[config.mk]
export PLATFORM = sky130hd
export DESIGN_NAME = lcd_display_ctrl_flat
export DESIGN_NICKNAME = d
export VERILOG_FILES = /design/src/rtl/lcd_display_ctrl_if.sv /design/src/rtl/lcd_display_ctrl.sv /design/src/flat_wrapper.sv
export SDC_FILE = /design/constraint.sdc
export NUM_CORES = 1
export LEC_CHECK = 0
export ABC_AREA = 1
export CAP_MARGIN = 20
export CORE_MARGIN = 2
export CORE_UTILIZATION = 28
export DETAILED_ROUTE_END_ITERATION = 8
export GPL_TIMING_DRIVEN = 0
export REMOVE_ABC_BUFFERS = 1
export SYNTH_ARGS = -nofsm -noshare
export SYNTH_HDL_FRONTEND = slang
export SYNTH_SLANG_ARGS = --single-unit
[constraint.sdc]
create_clock -name clock -period 1.6 [get_ports clock]
set_clock_uncertainty 0.2 [all_clocks]
set_input_delay 0.32 -clock clock [delete_from_list [all_inputs] [get_ports clock]]
set_output_delay 0.32 -clock clock [all_outputs]
set_load 0.05 [all_outputs]
[src/rtl/lcd_display_ctrl_if.sv]
// Character stream from the display controller to the LCD: one ASCII character
// plus its digit position, transferred on valid && ready.
interface lcd_display_ctrl_if #(
    parameter int unsigned POS_W = 2
);
    logic [7:0]       lcd_data;
    logic [POS_W-1:0] lcd_pos;
    logic             lcd_valid;
    logic             lcd_ready;

    modport master (
        output lcd_data,
        output lcd_pos,
        output lcd_valid,
        input  lcd_ready
    );

    modport slave (
        input  lcd_data,
        input  lcd_pos,
        input  lcd_valid,
        output lcd_ready
    );
endinterface

[src/rtl/lcd_display_ctrl.sv]
// Multi-digit BCD to ASCII LCD streamer with source select and latched alarm.
// Optional build macro BLANK_LEADING_ZERO_EN sends leading zero digits as spaces.
module lcd_display_ctrl #(
    parameter int unsigned DIGITS   = 4,
    parameter int unsigned POS_W    = 2,
    parameter logic [7:0]  ERR_CHAR = 8'h3A
) (
    input  logic                  clock,
    input  logic                  reset,
    input  logic [4*DIGITS-1:0]   alarm_time,
    input  logic [4*DIGITS-1:0]   current_time,
    input  logic [4*DIGITS-1:0]   key_buffer,
    input  logic                  show_alarm,
    input  logic                  show_new_time,
    input  logic                  refresh,
    input  logic                  stop_alarm,
    lcd_display_ctrl_if.master    lcd,
    output logic                  frame_done,
    output logic                  sound_alarm
);

    typedef enum logic [1:0] {
        MODE_CURRENT,
        MODE_ALARM,
        MODE_KEY
    } mode_e;

    typedef enum logic [1:0] {
        ST_IDLE,
        ST_LOAD,
        ST_SEND,
        ST_DONE
    } state_e;

    state_e              state_q, state_d;
    mode_e               mode_q, mode_d;
    logic [4*DIGITS-1:0] frame_q, frame_d;
    logic [POS_W-1:0]    idx_q, idx_d;
    logic                match_q, match_d;
    logic                sound_q, sound_d;
    logic                lead_q, lead_d;

    logic [4*DIGITS-1:0] shifted;
    logic [3:0]          nib;
    logic [7:0]          ch;
    logic                last;
    logic                accept;
    logic                match;

    always_ff @(posedge clock or negedge reset) begin
        if (!reset) begin
            state_q <= ST_IDLE;
            mode_q  <= MODE_CURRENT;
            frame_q <= '0;
            idx_q   <= '0;
            match_q <= 1'b0;
            sound_q <= 1'b0;
            lead_q  <= 1'b0;
        end else begin
            state_q <= state_d;
            mode_q  <= mode_d;
            frame_q <= frame_d;
            idx_q   <= idx_d;
            match_q <= match_d;
            sound_q <= sound_d;
            lead_q  <= lead_d;
        end
    end

    // Both selects high keeps whatever source was last chosen.
    always_comb begin
        mode_d = mode_q;
        case ({show_alarm, show_new_time})
            2'b10:   mode_d = MODE_ALARM;
            2'b00:   mode_d = MODE_CURRENT;
            2'b01:   mode_d = MODE_KEY;
            default: mode_d = mode_q;
        endcase
    end

    always_comb begin
        shifted = frame_q >> (4 * (DIGITS - 1 - 32'(idx_q)));
        nib     = shifted[3:0];
        last    = (idx_q == POS_W'(DIGITS - 1));
        ch      = (nib <= 4'd9) ? (8'h30 + {4'h0, nib}) : ERR_CHAR;
`ifdef BLANK_LEADING_ZERO_EN
        if (lead_q && (nib == 4'd0) && !last) begin
            ch = 8'h20;
        end
`endif
    end

    assign lcd.lcd_valid = (state_q == ST_SEND);
    assign lcd.lcd_data  = (state_q == ST_SEND) ? ch : 8'h00;
    assign lcd.lcd_pos   = (state_q == ST_SEND) ? idx_q : '0;
    assign frame_done    = (state_q == ST_DONE);
    assign accept        = lcd.lcd_valid && lcd.lcd_ready;

    always_comb begin
        state_d = state_q;
        frame_d = frame_q;
        idx_d   = idx_q;
        lead_d  = lead_q;
        case (state_q)
            ST_IDLE: begin
                if (refresh) begin
                    state_d = ST_LOAD;
                end
            end
            ST_LOAD: begin
                case (mode_q)
                    MODE_ALARM: frame_d = alarm_time;
                    MODE_KEY:   frame_d = key_buffer;
                    default:    frame_d = current_time;
                endcase
                idx_d   = '0;
                lead_d  = 1'b1;
                state_d = ST_SEND;
            end
            ST_SEND: begin
                if (accept) begin
                    // Blanking continues only while every digit so far was zero.
                    lead_d = lead_q && (nib == 4'd0);
                    if (last) begin
                        state_d = ST_DONE;
                    end else begin
                        idx_d = idx_q + POS_W'(1);
                    end
                end
            end
            default: begin
                state_d = ST_IDLE;
            end
        endcase
    end

    assign match = (current_time == alarm_time);

    // Stop has priority so a clear issued on the arming edge still wins.
    always_comb begin
        match_d = match;
        sound_d = sound_q;
        if (stop_alarm) begin
            sound_d = 1'b0;
        end else if (match && !match_q) begin
            sound_d = 1'b1;
        end
    end

    assign sound_alarm = sound_q;

endmodule

[src/flat_wrapper.sv]
// flat-port wrapper written by rule: the top's interface ports become plain ports
module lcd_display_ctrl_flat 
#(
    parameter int unsigned DIGITS   = 4,
    parameter int unsigned POS_W    = 2,
    parameter logic [7:0]  ERR_CHAR = 8'h3A
)
  (clock, reset, alarm_time, current_time, key_buffer, show_alarm, show_new_time, refresh, stop_alarm, frame_done, sound_alarm, lcd_lcd_data, lcd_lcd_pos, lcd_lcd_valid, lcd_lcd_ready);
  lcd_display_ctrl_if #(.POS_W(POS_W)) lcd_i ();
  input  logic clock;
  input  logic reset;
  input  logic [4*DIGITS-1:0] alarm_time;
  input  logic [4*DIGITS-1:0] current_time;
  input  logic [4*DIGITS-1:0] key_buffer;
  input  logic show_alarm;
  input  logic show_new_time;
  input  logic refresh;
  input  logic stop_alarm;
  output logic frame_done;
  output logic sound_alarm;
  output wire logic [$bits(lcd_i.lcd_data)-1:0] lcd_lcd_data;
  output wire logic [$bits(lcd_i.lcd_pos)-1:0] lcd_lcd_pos;
  output wire logic [$bits(lcd_i.lcd_valid)-1:0] lcd_lcd_valid;
  input wire logic [$bits(lcd_i.lcd_ready)-1:0] lcd_lcd_ready;
  assign lcd_lcd_data = lcd_i.lcd_data;
  assign lcd_lcd_pos = lcd_i.lcd_pos;
  assign lcd_lcd_valid = lcd_i.lcd_valid;
  assign lcd_i.lcd_ready = lcd_lcd_ready;
  lcd_display_ctrl #(.DIGITS(DIGITS), .POS_W(POS_W), .ERR_CHAR(ERR_CHAR)) u_core (.clock(clock), .reset(reset), .alarm_time(alarm_time), .current_time(current_time), .key_buffer(key_buffer), .show_alarm(show_alarm), .show_new_time(show_new_time), .refresh(refresh), .stop_alarm(stop_alarm), .lcd(lcd_i), .frame_done(frame_done), .sound_alarm(sound_alarm));
endmodule
==> reports/results.tsv <==
metric	value	unit
status	finished with violations	
failing checks	setup timing	
worst slew pin tran	0.516	ns
DR vias	2069	
Post-DP Area	2580	sq um
R2R cell count	8	
setup TNS	-3.49	ns
drt pass-1 iters	4	
gp weighted congestion	0.799	
R2R Path Start	u_core.idx_q[0]$_DFFE_PN0P_	
num rows	29	
gr usage total	14.7	%
endpoints failing setup	14	
Max Slew Vio Count	0	
Period Utilization, post-route	133	%
clk buf depth	2	
Detailed Place HPWL	3880	um
power density over cell area	1410	nW/um^2
Routed Wire Length	5460	um
Die Ht	86.1	um
initial antenna violation count	0	
crit end category	primary output	
vias in the first global route	1906	
ant diodes	0	
Peak VDD IR	0.428	mV
Clk pin slew, worst setup/hold paths	0.09	ns
TritonCTS Buffers	3	
slew margin rel.	65.5	%
cell area after layout	3070	sq um
largest net degree at the start of global routing	20	
pre-CTS setup slack	-1.07	ns
share of cells above drive strength 1	21.3	%
Post-Place Cells	430	
Startpoint Class	register	
die area	7410	sq um
LEAKAGE	1.59	nW
unrepaired setup endpoints after global routing	true	
vias per inst	4.52	
CP Max Fanout	7	
die extent in x	86.1	um
Max-cap violations	0	
Avg Synthesized Cell Area	6.31	sq um
PortBufs	65	
wire length per cell	11.9	um
final std cells w/o fill	458	
WHS	0.188	ns
Worst R2R Setup Slack	-0.15	ns
clk sinks	24	
Layout area overhead	62.7	%
# nets final	445	
H-tree levels	1	
Final Hold Viols	0	
critical path arrival	1.60	ns
cell count after synthesis	299	
reg2reg end	u_core.idx_q[1]$_DFFE_PN0P_	
latest clock arrival within the worst-skew pair	0.27	ns
warnings from Yosys	0	
Max Fclk	471	MHz
core area	6420	sq um
DR iter-0 viols	66	
Critical Path RT	1.08	ns
Antenna Nets Post-Route	0	
Hold WC Path Type	in -> async	
post-synthesis sequential area ratio	31.8	%
CTS tree	done	
initial core utilization	29.4	%
final worst setup slack	-0.522	ns
DRC	0	
synthesized area	1890	sq um
total grt overflow	0	
#FFs+latches synth	24	
clock root cell	clkbuf_8	
first-pass GRT wire length	8800	um
fin crit period	2.12	ns
distinct cell type count after synthesis	23	
io pins	68	
Crit Path Class	reg -> out	
==> stage by stage <==
stage / power [W] / utilization (%)
2_1_floorplan: 0.00248 / -
3_3_place_gp: 0.00312 / 39.8
3_5_place_dp: 0.00317 / 40.2
4_1_cts: 0.00392 / 43.8
5_1_grt: 0.00467 / 47.8
6_report: 0.00434 / 47.8
==> state kept, by name (all words and copies together), names as in the netlist <==
register and flops:
u_core.frame_q 16, u_core.match_q 1, u_core.mode_q 2, u_core.sound_alarm 1
u_core.idx_q 2, u_core.state_q 2
==> power breakdown <==
group / switching, W / internal [W]
Combinational: 0.00156 / 0.00126
Sequential: 0.000218 / 0.000882
Clock: 0.000202 / 0.000220
==> layout by cell type (no fill, tap or decap), types with 2 or more instances in the layout <==
| cell type | n |
|---|---|
| ha_4 | 5 |
| dfrtp_2 | 4 |
| nor2_2 | 8 |
| clkdlybuf4s50_1 | 37 |
| a21oi_2 | 3 |
| a21oi_1 | 36 |
| inv_2 | 5 |
| a22o_1 | 2 |
| buf_6 | 13 |
| dfrtp_1 | 20 |
| nor2_4 | 2 |
| conb_1 | 2 |
| o21ai_1 | 15 |
| buf_4 | 15 |
| nand3_1 | 4 |
| inv_1 | 40 |
| o21ai_2 | 2 |
| nor2_1 | 23 |
| nand2_1 | 86 |
| buf_8 | 5 |
| inv_4 | 3 |
| a21boi_0 | 2 |
| clkbuf_8 | 4 |
| ha_1 | 3 |
| dlymetal6s2s_1 | 17 |
| o21ai_0 | 11 |
| nand2_2 | 5 |
==> what timing repair did <==
item | CTS | global route
setup endpoints to repair | 31 | 30
pin swaps | 5 | 19
resized for setup | 95 | 58
gates cloned | 0 | 0
hold buffers | 0 | 0
setup buffers | 10 | 14
==> critical path, cell delays in order, from the launching register on <==
cell and delay [ns]:
dfrtp_2 0.48, buf_6 0.15, nand2_1 0.06, nand3_1 0.09, nand2_2 0.10, inv_2 0.06, a21oi_1 0.16, nor2_1 0.08
buf_6 0.15
==> metal layers <==
layer | up-vias | GRT usage [%] | share of wire [%]
met5 | - | 0 | 0
met4 | 0 | 2.60 | 0.55
met3 | 4 | 2.50 | 4.3
met2 | 48 | 23.7 | 48
met1 | 927 | 21.0 | 47
li1 | 1090 | - | -
==> cell type report <==
cell class | instances | area [sq um]
tap | 77 | 96.3
multi-input combinational | 213 | 1130
timing repair buffer | 90 | 976
inverter | 50 | 206
fill | 647 | 3350
sequential | 24 | 606
clock buffer | 4 | 55.1
==> logic make-up (layout without fill, tap and decap cells) <==
kind of cell    after synthesis  in the layout  synth area share [%]
other cells                   1              2                 0.199
xor+xnor                      1              1                 0.464
compound gates               73             73                  20.8
flops                        24             24                  31.8
buf+inv                      63            144                  14.3
simple gates                129            129                  27.1
fa+ha+maj                     8              8                  5.31
==> synthesized netlist by cell type <==
cell type	number	area share [%]
inv_1	44	8.8
buf_2	6	1.6
nand3_1	4	1.1
o21a_1	1	0.40
o21ai_1	6	1.6
ha_1	8	5.3
a21oi_2	2	0.93
nor2_2	3	0.99
conb_1	1	0.20
o21ai_0	21	5.6
inv_2	6	1.2
nor2_1	30	6.0
buf_4	7	2.8
dfrtp_1	24	32
xor2_1	1	0.46
a21boi_0	2	0.80
a21oi_1	37	9.8
nand2_1	89	18
a22o_1	2	0.93
o21ai_2	1	0.46
nor4_2	1	0.66
nand2_2	2	0.66
o22ai_1	1	0.33
==> worst max-delay path by stage <==
stage / depth (start not counted) / from / endpoint / slack, ns
floorplan: 4 / u_core.state_q[0]$_DFFE_PN0P_ / lcd_lcd_data[1] / -1.53
global placement: 6 / u_core.idx_q[0]$_DFFE_PN0P_ / lcd_lcd_data[0] / -1.03
detailed placement: 6 / u_core.idx_q[0]$_DFFE_PN0P_ / lcd_lcd_data[0] / -1.07
CTS: 8 / u_core.idx_q[0]$_DFFE_PN0P_ / lcd_lcd_data[0] / -0.51
global route: 6 / u_core.idx_q[0]$_DFFE_PN0P_ / lcd_lcd_data[1] / -0.60
finish: 8 / u_core.idx_q[0]$_DFFE_PN0P_ / lcd_lcd_data[1] / -0.52
Power figures use the tool's default switching activity.
